$ cat config.mk
export PLATFORM = sky130hd
export DESIGN_NAME = if_id_stage
export DESIGN_NICKNAME = d
export VERILOG_FILES = /design/src/rtl/if_id_stage_pkg.sv /design/src/rtl/if_id_fifo.sv /design/src/rtl/if_id_stage.sv
export SDC_FILE = /design/constraint.sdc
export NUM_CORES = 1
export LEC_CHECK = 0
export CAP_MARGIN = 30
export CORE_UTILIZATION = 38
export DETAILED_ROUTE_END_ITERATION = 8
export PLACE_DENSITY = 0.73
export RECOVER_POWER = 25
export REMOVE_ABC_BUFFERS = 1
export SYNTH_ARGS = -nofsm -noshare
export SYNTH_HDL_FRONTEND = slang
export SYNTH_SLANG_ARGS = --single-unit
$ cat constraint.sdc
create_clock -name clk -period 8.06 [get_ports clk]
set_clock_uncertainty 0.15 [all_clocks]
set_input_delay 1.612 -clock clk [delete_from_list [all_inputs] [get_ports clk]]
set_output_delay 1.612 -clock clk [all_outputs]
set_load 0.03 [all_outputs]
$ cat src/rtl/if_id_stage_pkg.sv
// Shared IF/ID widths and bubble value for the MIPS core.
// Latency: n/a (types and constants only).
// Backpressure: n/a.
package if_id_stage_pkg;

   // Default PC and instruction widths used across the core.
   localparam int InstAddrBus = 32;
   localparam int InstBus     = 32;

   // Value presented on the decode side when no instruction is valid.
   localparam logic [31:0] ZeroWord = 32'h0000_0000;

endpackage : if_id_stage_pkg

$ cat src/rtl/if_id_fifo.sv
// Circular buffer core: DEPTH entries of WIDTH bits, pointer/count bookkeeping.
// Latency: a write at edge N is readable at rdata_o in the cycle after edge N.
// Backpressure: caller must not push when count_o == DEPTH nor pop when count_o == 0.
// Ports: clk/rst (sync, active-high), clr_i (sync clear of pointers/count),
//        push_i/wdata_i (write side), pop_i/rdata_o (head), count_o (occupancy).
module if_id_fifo #(
   parameter int WIDTH = 64,
   parameter int DEPTH = 2
) (
   input  logic                       clk,
   input  logic                       rst,
   input  logic                       clr_i,
   input  logic                       push_i,
   input  logic [WIDTH-1:0]           wdata_i,
   input  logic                       pop_i,
   output logic [WIDTH-1:0]           rdata_o,
   output logic [$clog2(DEPTH):0]     count_o
);
   import if_id_stage_pkg::*;

   localparam int PTR_W = $clog2(DEPTH);

   logic [WIDTH-1:0] mem_q [DEPTH];
   logic [PTR_W-1:0] rptr_q, rptr_d;
   logic [PTR_W-1:0] wptr_q, wptr_d;
   logic [PTR_W:0]   count_q, count_d;

   // Pointers are exactly log2(DEPTH) bits, so +1 wraps DEPTH-1 -> 0 for free.
   always_comb begin
      rptr_d  = rptr_q;
      wptr_d  = wptr_q;
      count_d = count_q;
      if (clr_i) begin
         rptr_d  = '0;
         wptr_d  = '0;
         count_d = '0;
      end else begin
         if (push_i) wptr_d = wptr_q + 1'b1;
         if (pop_i)  rptr_d = rptr_q + 1'b1;
         case ({push_i, pop_i})
            2'b10:   count_d = count_q + 1'b1;
            2'b01:   count_d = count_q - 1'b1;
            default: count_d = count_q;
         endcase
      end
   end

   always_ff @(posedge clk) begin
      if (rst) begin
         rptr_q  <= '0;
         wptr_q  <= '0;
         count_q <= '0;
      end else begin
         rptr_q  <= rptr_d;
         wptr_q  <= wptr_d;
         count_q <= count_d;
      end
   end

   // Storage is never cleared; occupancy alone decides what is live.
   always_ff @(posedge clk) begin
      if (push_i) mem_q[wptr_q] <= wdata_i;
   end

   assign rdata_o = mem_q[rptr_q];
   assign count_o = count_q;

endmodule : if_id_fifo

$ cat src/rtl/if_id_stage.sv
// IF->ID elastic pipeline stage with flush and saturating stall counter.
// Latency: 1 cycle from accepted fetch pair to id_valid; 1 pair/cycle sustained.
// Backpressure: if_ready = (count < DEPTH), no pass-through when full.
// Ports: clk/rst (sync, active-high); if_valid/if_ready/if_pc/if_inst from fetch;
//        id_valid/id_ready/id_pc/id_inst to decode (zeroed when empty);
//        flush (drop buffered + incoming); stall_cnt (id_valid & !id_ready cycles).
module if_id_stage
   import if_id_stage_pkg::*;
#(
   parameter int ADDR_W = InstAddrBus,
   parameter int INST_W = InstBus,
   parameter int DEPTH  = 2,
   parameter int CNT_W  = 16
) (
   input  logic              clk,
   input  logic              rst,
   input  logic              if_valid,
   output logic              if_ready,
   input  logic [ADDR_W-1:0] if_pc,
   input  logic [INST_W-1:0] if_inst,
   output logic              id_valid,
   input  logic              id_ready,
   output logic [ADDR_W-1:0] id_pc,
   output logic [INST_W-1:0] id_inst,
   input  logic              flush,
   output logic [CNT_W-1:0]  stall_cnt
);

   localparam int PTR_W = $clog2(DEPTH);
   localparam logic [PTR_W:0] FULL_CNT = (PTR_W+1)'(DEPTH);

   logic [PTR_W:0]             count;
   logic [ADDR_W+INST_W-1:0]   head;
   logic                       push, pop;
   logic [CNT_W-1:0]           stall_q, stall_d;

   assign if_ready = (count < FULL_CNT);
   assign id_valid = (count != '0);
   // A push in a flush cycle is dropped; a pop in a flush cycle still counts
   // as consumed by decode, the clear simply wins inside the core.
   assign push     = if_valid & if_ready & ~flush;
   assign pop      = id_valid & id_ready;

   if_id_fifo #(
      .WIDTH (ADDR_W + INST_W),
      .DEPTH (DEPTH)
   ) u_fifo (
      .clk     (clk),
      .rst     (rst),
      .clr_i   (flush),
      .push_i  (push),
      .wdata_i ({if_pc, if_inst}),
      .pop_i   (pop),
      .rdata_o (head),
      .count_o (count)
   );

   // Stale storage must never leak to decode, so gate to the bubble value.
   assign id_pc   = id_valid ? head[ADDR_W+INST_W-1:INST_W] : ADDR_W'(ZeroWord);
   assign id_inst = id_valid ? head[INST_W-1:0]             : INST_W'(ZeroWord);

   always_comb begin
      stall_d = stall_q;
      if (id_valid && !id_ready && !(&stall_q)) stall_d = stall_q + 1'b1;
   end

   always_ff @(posedge clk) begin
      if (rst) stall_q <= '0;
      else     stall_q <= stall_d;
   end

   assign stall_cnt = stall_q;

endmodule : if_id_stage

Yosys cells after proc, flatten, opt, wreduce, memory -nomap -nowiden
Memory sizes are Yosys's and may differ from the RTL's. A register that Yosys moved wholly into a read port is not among the register bits. Cells that the tools add are included.

Register bits: 20. Bits in latches: 0. RAM bits: 128. Memory bits (read-only): 0. Input bits: 69. Word-level logic and storage cells: 32. Memories: 1.

Add/sub/neg operators: 5. $mul: 0. Div/mod/pow operators: 0. Order comparisons: 1. Eq/ne operators: 2. Shifts and indexed selects: 0. Mux-type cells: 7. Bitwise operators: 4. Reductions and logical operators: 8.

Memories: u_fifo.mem_q (words 2, bits a word 64, read ports 1, clocked after Yosys merged registers in 1, wr ports 1, line if_id_fifo.sv:23) `logic [WIDTH-1:0] mem_q [DEPTH];`.

Operators by type and width (count): two-way mux 32 bit (2); adder 16 x 1 -> 16 bit, second input constant (1); AND reduction 16 bit (1); two-way mux 1 bit (4); one-hot mux 2 bit (2 select lines) (1); nonzero test 2 bit (2); AND 1 bit (3); adder 1 bit, second input constant (2); adder 2 x 1 -> 2 bit, second input constant (1); equality test 2 x 1 -> 1 bit, second input constant (1); equality test 2 bit, second input constant (1); logical AND 1 bit (2); logical NOT 1 bit (2); < comparator 2 bit, second input constant (1); OR reduction 2 bit (1); subtractor 2 x 1 -> 2 bit, second input constant (1); NOT 1 bit (1).

Logic depth before layout (Yosys ltp)
Gate-level depths: netlist of run 1.

Depth after elaboration: 5. Mapped depth: 8. Depth with buffers taken out: 8.

Hierarchy
Synthesis of run 1 repeated with hierarchy kept, for this count alone.

Cell total of the unflattened synthesis: 399. Area total of the unflattened synthesis: 6154.7 um^2.

Modules (own cells, without submodules): if_id_fifo (instances 1, cells each 219, area an instance 4799.6 um^2, seq. area each 3943.8 um^2); if_id_stage (instances 1, cells each 180, area an instance 1355.0 um^2, seq. area each 320.3 um^2).

Worst setup path after synthesis of run 1
No wires, ideal clock.

Path kind: in2reg. Start: in flush. End: mem u_fifo.mem_q[0][0], enable pin. Arrival time: 4.586 ns. Data required time: 7.423 ns. Setup slack: 2.838 ns. Stages: 4. Path buffers: 0. Cells stage by stage: inv_1 > and3_1 > inv_1 > nor2_1.

Cells in the longest elaborated chain, start to end: 4.

RTL lines: start: declaration (line if_id_stage.sv:25) `input logic flush,`; NOT 1 bit (line if_id_stage.sv:41) `assign push = if_valid & if_ready & ~flush;`; AND 1 bit (line if_id_stage.sv:41); two-way mux 1 bit (line if_id_fifo.sv:62) `if (push_i) mem_q[wptr_q] <= wdata_i;`; two-way mux 1 bit (implied by the code) (line if_id_fifo.sv:62); end: declaration (line if_id_fifo.sv:23).

No other way between the ends.

==> summary.md, run 1 <==
| Metric | Value |
|---|---|
| Run status | finished clean |
| Total global routing overflow | 0 |
| Layout Utilization | 53.7% |
| Int Pwr | 1.33 mW |
| DR iter-0 viols | 282 |
| Syn. warnings | 0 |
| Gr usage total | 16.1% |
| Die area | 16000 um^2 |
| Worst-skew pair later-pin latency | 0.41 ns |
| Pleak | 2.58 nW |
| Hpwl dp | 7800 um |
| Setup CP Type | reg -> out |
| WP data required | 6.30 ns |
| Initial DRT Pass Iterations | 4 |
| Min Tclk post-route | 4.20 ns |
| Post-synthesis mux area share | 11.8% |
| Final Cycle Share | 52.1% |
| Syn Inst Count | 397 |
| Via count | 3731 |
| Starting Density | 38.8% |
| Critical path's slowest cell | dfxtp_4 |
| Post-cts repair resize count | 0 |
| Power Dens Cells | 208 nW/um^2 |
| Crit Path Max Fanout | 36 |
| CP peak stage delay | 0.71 ns |
| DRT antenna net count | 0 |
| DRC | 0 |
| Seq/Total Area, Yosys | 72.5% |
| Row count | 45 |
| Largest net degree at the start of global routing | 65 |
| Crit path launch type | register |
| Seq pwr share | 51.2% |
| CP Capture Type | primary output |
| Clk buf depth | 2 |
| Vias in the first global route | 3847 |
| Cts hold-fix bufs | 0 |
| Die width | 126 um |
| Net switching power figure | 359 uW |
| RSZ-0062 raised after global routing | false |
| Largest family of logic cells by synthesized area | multiplexers |
| Post-synth top area cell | edfxtp_1 |
| Yosys cell types | 39 |
| Io pins | 151 |
| Clk pin slew, worst setup/hold paths | 0.05 ns |
| CTS buffer count | 17 |
| Final hold vios | 0 |
| Slew headroom | 38.3% |
| CTS H-Tree Depth | 4 |
| Ratio of cells with drive above 1 in the final layout | 6.93% |
| Nets | 622 |
| Final setup viols | 0 |
| Root Driver | clkbuf_16 |
| Initial antenna violation count | 2 |
| Vias per std cell | 4.95 |
| WP buf/inv | 2 |
| Core Footprint | 15100 um^2 |
| Worst hold path class | reg -> reg |
| FF+latch count, synth | 149 |
| Crit-path cells | buf_16 > mux2i_1 > nor2_1 > clkdlybuf4s50_1 |
| Area growth syn-to-layout | 38.3% |
| Maximum VDD drop | 0.000114 V |
| Clock sinks | 149 |
| Compound-Gate Fraction of Synth Area | 3.02% |
| First-pass GRT wire length | 19500 um |
| Critical Path AT | 2.44 ns |
| Simple logic cell fraction of the synthesized area | 9.73% |
| Max Cap Violations | 0 |
| Post-CTS setup buffers | 0 |
| Area share of the largest cell type after synthesis | 65.4% |
| TNS Setup | 0 ns |
| Clock Power Share | 41.4% |
| Power share of the combinational group | 7.4% |
| WL/cell | 16.3 um |
| Slew Limit Fails | 0 |
| Worst slew pin tran | 0.926 ns |
| CP top delay family | buffers and inverters |
| DRT Wirelength | 12300 um |
| Post-synthesis adder-cell area fraction | 0.426% |
| Switching Share | 21.2% |
| Max Fclk | 238 MHz |
| Synthesized area per cell | 14.8 um^2 |
| Largest cells by area after synthesis | edfxtp_1 65%, mux2i_1 11%, dfxtp_1 7.2%, nor2_1 4.5%, a21oi_1 1.0% |
| Placer Congestion | 0.833 |
| Synthesized cell area | 5880 um^2 |
| Die Y | 126 um |
| PortBufs | 150 |
| CTS tree | done |
| Post-synthesis xor/xnor area fraction | 0.745% |
placed cells by master, fill, tap and decap left out, types with 5 or more instances in the layout:
master,count
a21oi_1,12
clkbuf_16,17
clkdlybuf4s50_1,105
clkinv_1,5
dfxtp_1,20
dlygate4sd3_1,45
edfxtp_1,128
inv_1,6
mux2i_1,65
nand2_1,7
nand4_1,5
nor2_1,69
nor3_1,11
o31ai_1,5
or4_1,5
worst min-delay path, stage by stage, from the launching register on:
cell      delay, ns
dfxtp_1        0.34
nand2b_1       0.08
mux2i_1        0.06
final timing paths:
path                                           startpoint                    endpoint  cells after the start  slack [ns]
worst max-delay path                             register                 id_inst[29]                      4        3.86
worst min-delay path            stall_cnt[1]$_SDFFE_PP0P_   stall_cnt[1]$_SDFFE_PP0P_                      2        0.38
worst min register to register  stall_cnt[1]$_SDFFE_PP0P_   stall_cnt[1]$_SDFFE_PP0P_                      2        0.38
worst max register to register  stall_cnt[0]$_SDFFE_PP0P_  stall_cnt[10]$_SDFFE_PP0P_                      5        5.88
routing by layer:
metal,global-route usage [%],share of wire [%],vias to the layer above
li1,-,-,1796
met4,6.31,1.4,0
met5,0,0,-
met1,20.2,44,1772
met3,5.78,7.2,18
met2,25.6,48,145
synthesized netlist by cell type (all sizes together):
cell type / count
a21oi: 12
mux2: 4
and4: 1
a211oi: 1
o21bai: 1
inv: 6
dfxtp: 21
o21ai: 2
and3: 3
mux2i: 65
nand2: 7
nand2b: 3
xor2: 1
a311oi: 1
edfxtp: 128
or3: 2
o31ai: 5
ha: 2
o41ai: 1
nor3: 11
nand3: 4
a41oi: 1
buf: 9
o21ba: 1
nand4: 5
nor2b: 4
nor4: 2
and2: 3
o31a: 1
or4: 5
nor2: 71
xnor2: 4
clkbuf: 9
a31oi: 1
layout make-up:
class / instances / area (um^2)
well taps: 188 / 235
clock buffers: 19 / 433
fillers: 1227 / 7010
flip-flops and latches: 149 / 4270
repair buffers: 153 / 1540
multi-input cells: 224 / 1530
clock inverters: 12 / 90.1
inverters: 6 / 22.5
diodes: 3 / 7.51
power groups by stage:
stage | Clock (mW) | Combinational [mW] | Sequential (mW)
after floorplan | 0 | 0.0561 | 0.883
after global placement | 0 | 0.128 | 0.882
after detailed placement | 0 | 0.132 | 0.882
after CTS | 0.716 | 0.132 | 0.866
after global routing | 0.749 | 0.135 | 0.867
final | 0.701 | 0.126 | 0.866
per-stage QoR:
step | instance area (um^2) | power (mW) | hold slack, ns | instances | setup WS (ns)
2_1_floorplan | 5800 | 0.939 | 0.368 | 379 | 2.84
3_3_place_gp | 7570 | 1.01 | 0.346 | 719 | 4.04
3_5_place_dp | 7600 | 1.01 | 0.364 | 720 | 4.16
4_1_cts | 8120 | 1.71 | 0.378 | 751 | 3.81
5_1_grt | 8130 | 1.75 | 0.417 | 752 | 3.71
6_report | 8130 | 1.69 | 0.378 | 754 | 3.86
sequential cells by signal, summed over array words and instances (netlist names), named ones only:
name	count
u_fifo.count_o	2
u_fifo.rptr_q	1
stall_cnt	16
u_fifo.wptr_q	1
u_fifo.mem_q	128
cells by family after synthesis:
family,after synthesis
xor+xnor,5
flops,149
fa+ha+maj,2
mux,69
buf+inv,24
compound gates,27
simple gates,121
No activity file was read; power rests on OpenSTA's default activity.
==> inputs of run 2 (changes only) <==
--- a/config.mk
+++ b/config.mk
@@ -8,7 +8,7 @@
 export CAP_MARGIN = 30
 export CORE_UTILIZATION = 38
 export DETAILED_ROUTE_END_ITERATION = 8
-export PLACE_DENSITY = 0.73
+export PLACE_DENSITY = 0.75
 export RECOVER_POWER = 25
 export REMOVE_ABC_BUFFERS = 1
 export SYNTH_ARGS = -nofsm -noshare
==> constraint.sdc (replaced) <==
create_clock -name clk -period 3.51 [get_ports clk]
set_clock_uncertainty 0.15 [all_clocks]
set_input_delay 0.702 -clock clk [delete_from_list [all_inputs] [get_ports clk]]
set_output_delay 0.702 -clock clk [all_outputs]
set_load 0.03 [all_outputs]
==> run 2 against run 1 <==
Effect of this change: global-route usage increased by 0.25 points; power up 150%; register-to-register slack lost 4.8 ns; sequential power is 130% higher.
==> summary.md, run 2 (same netlist as run 1, synthesis figures left out) <==
| Metric | Value |
|---|---|
| Clk pin slew, worst setup/hold paths | 0.06 ns |
| CTS tree | done |
| DRT antenna net count | 0 |
| Slew headroom | 40.0% |
| Post-DP Area | 7630 um^2 |
| Power Dens Cells | 504 nW/um^2 |
| PortBufs | 150 |
| DR iter-0 viols | 231 |
| Critical path's slowest cell | clkdlybuf4s50_1 |
| Crit path launch type | register |
| Max Fclk | 309 MHz |
| CTS H-Tree Depth | 4 |
| Layout Cells excl Fill | 761 |
| Row count | 45 |
| Most flop-heavy register | u_fifo.mem_q |
| Vias in the first global route | 3844 |
| Maximum VDD drop | 0.000274 V |
| Commonest non-fill, non-tap cell in the layout | edfxtp_1 |
| Final hold vios | 0 |
| Cells after DPL | 722 |
| Max reg flops | 128 |
| Gr usage total | 16.4% |
| Setup CP Type | reg -> out |
| Pleak | 2.66 nW |
| Crit-path cells | buf_4 > mux2i_1 > nor2_1 > clkdlybuf4s50_1 |
| Crit Path Max Fanout | 23 |
| Max Cap Violations | 0 |
| Vias per std cell | 4.92 |
| Initial antenna violation count | 3 |
| Largest net degree at the start of global routing | 65 |
| Worst-skew pair later-pin latency | 0.42 ns |
| Worst R2R Setup Slack | 1.13 ns |
| Ratio of cells with drive above 1 in the final layout | 8.60% |
| Final Hold Slack | 0.367 ns |
| Area growth syn-to-layout | 41.1% |
| Via count | 3743 |
| DRC | 0 |
| Final setup viols | 0 |
| Run status | finished clean |
| Most frequent cells in the layout | 128 x edfxtp_1, 105 x clkdlybuf4s50_1, 69 x nor2_1 |
| Clock sinks | 149 |
| Placer Congestion | 0.843 |
| DRT Wirelength | 12500 um |
| RSZ-0062 raised after global routing | false |
| Worst slew pin tran | 0.897 ns |
| Critical Path AT | 2.38 ns |
| Total global routing overflow | 0 |
| First-pass GRT wire length | 19600 um |
| Hold depth | 2 |
| RR Startpoint | u_fifo.count_o[1]$_SDFFE_PP0P_ |
| WP data required | 2.66 ns |
| Min Tclk post-route | 3.23 ns |
| R2R depth | 8 |
| Clk buf depth | 2 |
| Slew Limit Fails | 0 |
| Final Cell Area | 8300 um^2 |
| Die area | 16000 um^2 |
| Starting Density | 38.8% |
| WL/cell | 16.4 um |
| Die Y | 126 um |
| Pre-CTS setup slack | 0.398 ns |
| Hpwl dp | 8120 um |
| Worst hold path class | reg -> reg |
| Initial DRT Pass Iterations | 4 |
| Final Cycle Share | 92.2% |
| Die width | 126 um |
| Startpoint of the worst hold path | stall_cnt[1]$_SDFFE_PP0P_ |
| CP Capture Type | primary output |
| Post-cts repair resize count | 0 |
| Core Footprint | 15100 um^2 |
| CP peak stage delay | 0.69 ns |
| Fill cells | 1230 |
| Final WS setup | 0.276 ns |
| CTS buffer count | 17 |
| Io pins | 151 |
| TNS Setup | 0 ns |
| Nets | 628 |
| Root Driver | clkbuf_16 |
[run 2: power breakdown]
| group | internal, mW | switching (mW) | total [mW] |
|---|---|---|---|
| clock | 1.24 | 0.657 | 1.90 |
| sequential | 1.97 | 0.0151 | 1.99 |
| combinational | 0.138 | 0.158 | 0.296 |
[run 2: area by class of cell]
class                      count  area, um^2  share of cell area, %
inverter                       6        22.5                  0.271
tap                          188         235                   2.84
timing repair buffer         158        1600                   19.3
clock inverter                 9         149                   1.79
antenna                        3        7.51                 0.0905
multi-input combinational    225        1540                   18.5
clock buffer                  23         478                   5.76
sequential                   149        4270                   51.4
[run 2: final timing paths]
| path | end |
|---|---|
| max | id_pc[31] |
| min | stall_cnt[1]$_SDFFE_PP0P_ |
| max reg2reg | u_fifo.count_o[1]$_SDFFE_PP0P_ |
| min reg2reg | stall_cnt[1]$_SDFFE_PP0P_ |
[run 2: through the flow]
step / util (%) / power [mW]
after global routing: 54.7 / 4.31
after detailed placement: 50.4 / 2.33
after CTS: 54.6 / 4.23
after floorplan: - / 2.16
after global placement: 50.4 / 2.32
final: 54.8 / 4.18
[run 2: what timing repair did]
action	in CTS	in global routing
endpoints found under the setup margin	21	1
hold buffers	0	0
buffers inserted	0	3
pin swaps	1	1
cloned	1	0
[run 2: worst max-delay path, delay by kind of cell, from the launching register on]
family | cells | cell delay (ns)
buffers and inverters | 2 | 1.05
muxes | 1 | 0.14
and+or+nand+nor | 1 | 0.15
DFF | 1 | 0.61
[run 2: routing by layer]
| metal | wire length (um) | up-vias | global-route usage [%] |
|---|---|---|---|
| met2 | 6220 | 125 | 27.8 |
| met1 | 5190 | 1794 | 18.6 |
| li1 | - | 1803 | - |
| met4 | 210 | 0 | 6.45 |
| met3 | 828 | 21 | 6.24 |
| met5 | 0 | - | 0 |
==> inputs of run 3 (changes only) <==
--- a/config.mk
+++ b/config.mk
@@ -7,6 +7,7 @@
 export LEC_CHECK = 0
 export CAP_MARGIN = 30
 export CORE_UTILIZATION = 38
+export CTS_BUF_LIST = sky130_fd_sc_hd__clkbuf_16
 export DETAILED_ROUTE_END_ITERATION = 8
 export PLACE_DENSITY = 0.75
 export RECOVER_POWER = 25
==> run 3 against run 2 <==
Effect of this change: sequential cell count unchanged; register-to-register slack about the same; hold slack about the same; sequential power about the same; utilization down 0.20 points; sequential share of layout area up 0.19 points; critical path type unchanged; critical endpoint unchanged.
==> summary.md, run 3 (same netlist as run 1, synthesis figures left out) <==
| Metric | Value |
|---|---|
| Root Driver | clkbuf_16 |
| Ratio of cells with drive above 1 in the final layout | 8.07% |
| Final Cell Area | 8270 um^2 |
| CP peak stage delay | 0.69 ns |
| Via count | 3753 |
| Clk pin slew, worst setup/hold paths | 0.06 ns |
| Final setup viols | 0 |
| Critical Path AT | 2.38 ns |
| CP top delay family | buffers and inverters |
| Vias in the first global route | 3846 |
| Total global routing overflow | 0 |
| DRT met1 WL | 5200 um |
| Initial antenna violation count | 3 |
| Commonest non-fill, non-tap cell in the layout | edfxtp_1 |
| Final Hold Slack | 0.367 ns |
| Die Y | 126 um |
| Final Cycle Share | 92.1% |
| Crit path launch type | register |
| PortBufs | 150 |
| CTS H-Tree Depth | 4 |
| Largest net degree at the start of global routing | 65 |
| Most flop-heavy register | u_fifo.mem_q |
| Io pins | 151 |
| Worst slew pin tran | 0.918 ns |
| Die width | 126 um |
| Row count | 45 |
| Max Fclk | 309 MHz |
| Top Layer Used | met4 |
| Final hold vios | 0 |
| Starting Density | 38.8% |
| CTS tree | done |
| Critical path's slowest cell | clkdlybuf4s50_1 |
| Initial DRT Pass Iterations | 4 |
| Run status | finished clean |
| WL/cell | 16.4 um |
| Pre-CTS setup slack | 0.398 ns |
| DRT antenna net count | 0 |
| Met2 wire len | 6230 um |
| Min Tclk post-route | 3.23 ns |
| Die area | 16000 um^2 |
| Fill cells | 1234 |
| Post-cts repair resize count | 0 |
| Slew headroom | 38.6% |
| Worst-skew pair later-pin latency | 0.42 ns |
| DR iter-0 viols | 234 |
| RR Startpoint | u_fifo.count_o[1]$_SDFFE_PP0P_ |
| Startpoint of the worst hold path | stall_cnt[1]$_SDFFE_PP0P_ |
| First-pass GRT wire length | 19600 um |
| Slew Limit Fails | 0 |
| Vias per std cell | 4.93 |
| Max Cap Violations | 0 |
| Worst hold path class | reg -> reg |
| Max reg flops | 128 |
| CP Capture Type | primary output |
| Power Dens Cells | 496 nW/um^2 |
| DRC | 0 |
| WP buf/inv | 2 |
| Clk buf depth | 2 |
| Gr usage total | 16.4% |
| Placer Congestion | 0.843 |
| Nets | 628 |
| WP data required | 2.66 ns |
| Clock sinks | 149 |
| Routed length on met3 | 803 um |
| Hpwl dp | 8120 um |
| Crit-path cells | buf_4 > mux2i_1 > nor2_1 > clkdlybuf4s50_1 |
| Pleak | 2.66 nW |
| Most frequent cells in the layout | 128 x edfxtp_1, 105 x clkdlybuf4s50_1, 69 x nor2_1 |
| RSZ-0062 raised after global routing | false |
| Maximum VDD drop | 0.000275 V |
| DRT Wirelength | 12500 um |
| Post-DP Area | 7630 um^2 |
| Crit Path Max Fanout | 23 |
| Setup CP Type | reg -> out |
| Area growth syn-to-layout | 40.6% |
| Core Footprint | 15100 um^2 |
| CTS buffer count | 17 |
| Final WS setup | 0.277 ns |
## run 3: cell types whose count changed in the layout (fill, tap and decap cells not counted), sizes merged
cell,before,now
inv,6,9
clkinv,3,6
clkbuf,23,17
## run 3: metrics by stage
| step | util, % | power (mW) | setup TNS [ns] | cells |
|---|---|---|---|---|
| after floorplan | - | 2.16 | -74.23 | 379 |
| after global placement | 50.4 | 2.32 | 0 | 722 |
| after detailed placement | 50.4 | 2.33 | 0 | 722 |
| after CTS | 54.4 | 4.16 | 0 | 755 |
| after global routing | 54.5 | 4.24 | 0 | 759 |
| final | 54.6 | 4.10 | 0 | 761 |
## run 3: repair_timing
action                                  4_1_cts  5_1_grt
gates cloned                                  1        0
pin swaps                                     1        1
endpoints found under the setup margin       21        1
hold buffers                                  0        0
buffers inserted                              0        3
## run 3: final cells by class
class	count	area, um^2	share of cell area (%)
sequential	149	4270	51.6
timing repair buffer	158	1600	19.3
multi-input combinational	225	1540	18.6
clock buffer	17	425	5.15
tap	188	235	2.85
clock inverter	15	171	2.07
inverter	6	22.5	0.272
antenna	3	7.51	0.0908
## run 3: worst register-to-register path, cell delays in order (launching register included)
cell and delay (ns):
dfxtp_1 0.44, nor2_4 0.23, buf_4 0.37, inv_1 0.17
and2_1 0.22, ha_1 0.33, nor2_1 0.14, xnor2_1 0.13
nor3_1 0.06
## run 3: layer usage
metal  vias up  track usage [%]
met3        23             6.24
met1      1806             18.6
met2       120             27.8
met4         0             6.45
met5         -                0
li1       1804                -
## run 3: worst paths after layout
| kind | end | slack (ns) | cells after the start |
|---|---|---|---|
| max reg2reg | u_fifo.count_o[1]$_SDFFE_PP0P_ | 1.13 | 8 |
| min | stall_cnt[1]$_SDFFE_PP0P_ | 0.37 | 2 |
| min reg2reg | stall_cnt[1]$_SDFFE_PP0P_ | 0.37 | 2 |
| max | id_pc[31] | 0.28 | 4 |
## run 3: report_power, final
| part | switching (mW) | leakage, nW | internal, mW |
|---|---|---|---|
| clock | 0.654 | 0.296 | 1.17 |
| combinational | 0.158 | 1.01 | 0.138 |
| sequential | 0.0151 | 1.35 | 1.97 |
| total | 0.827 | 2.66 | 3.28 |
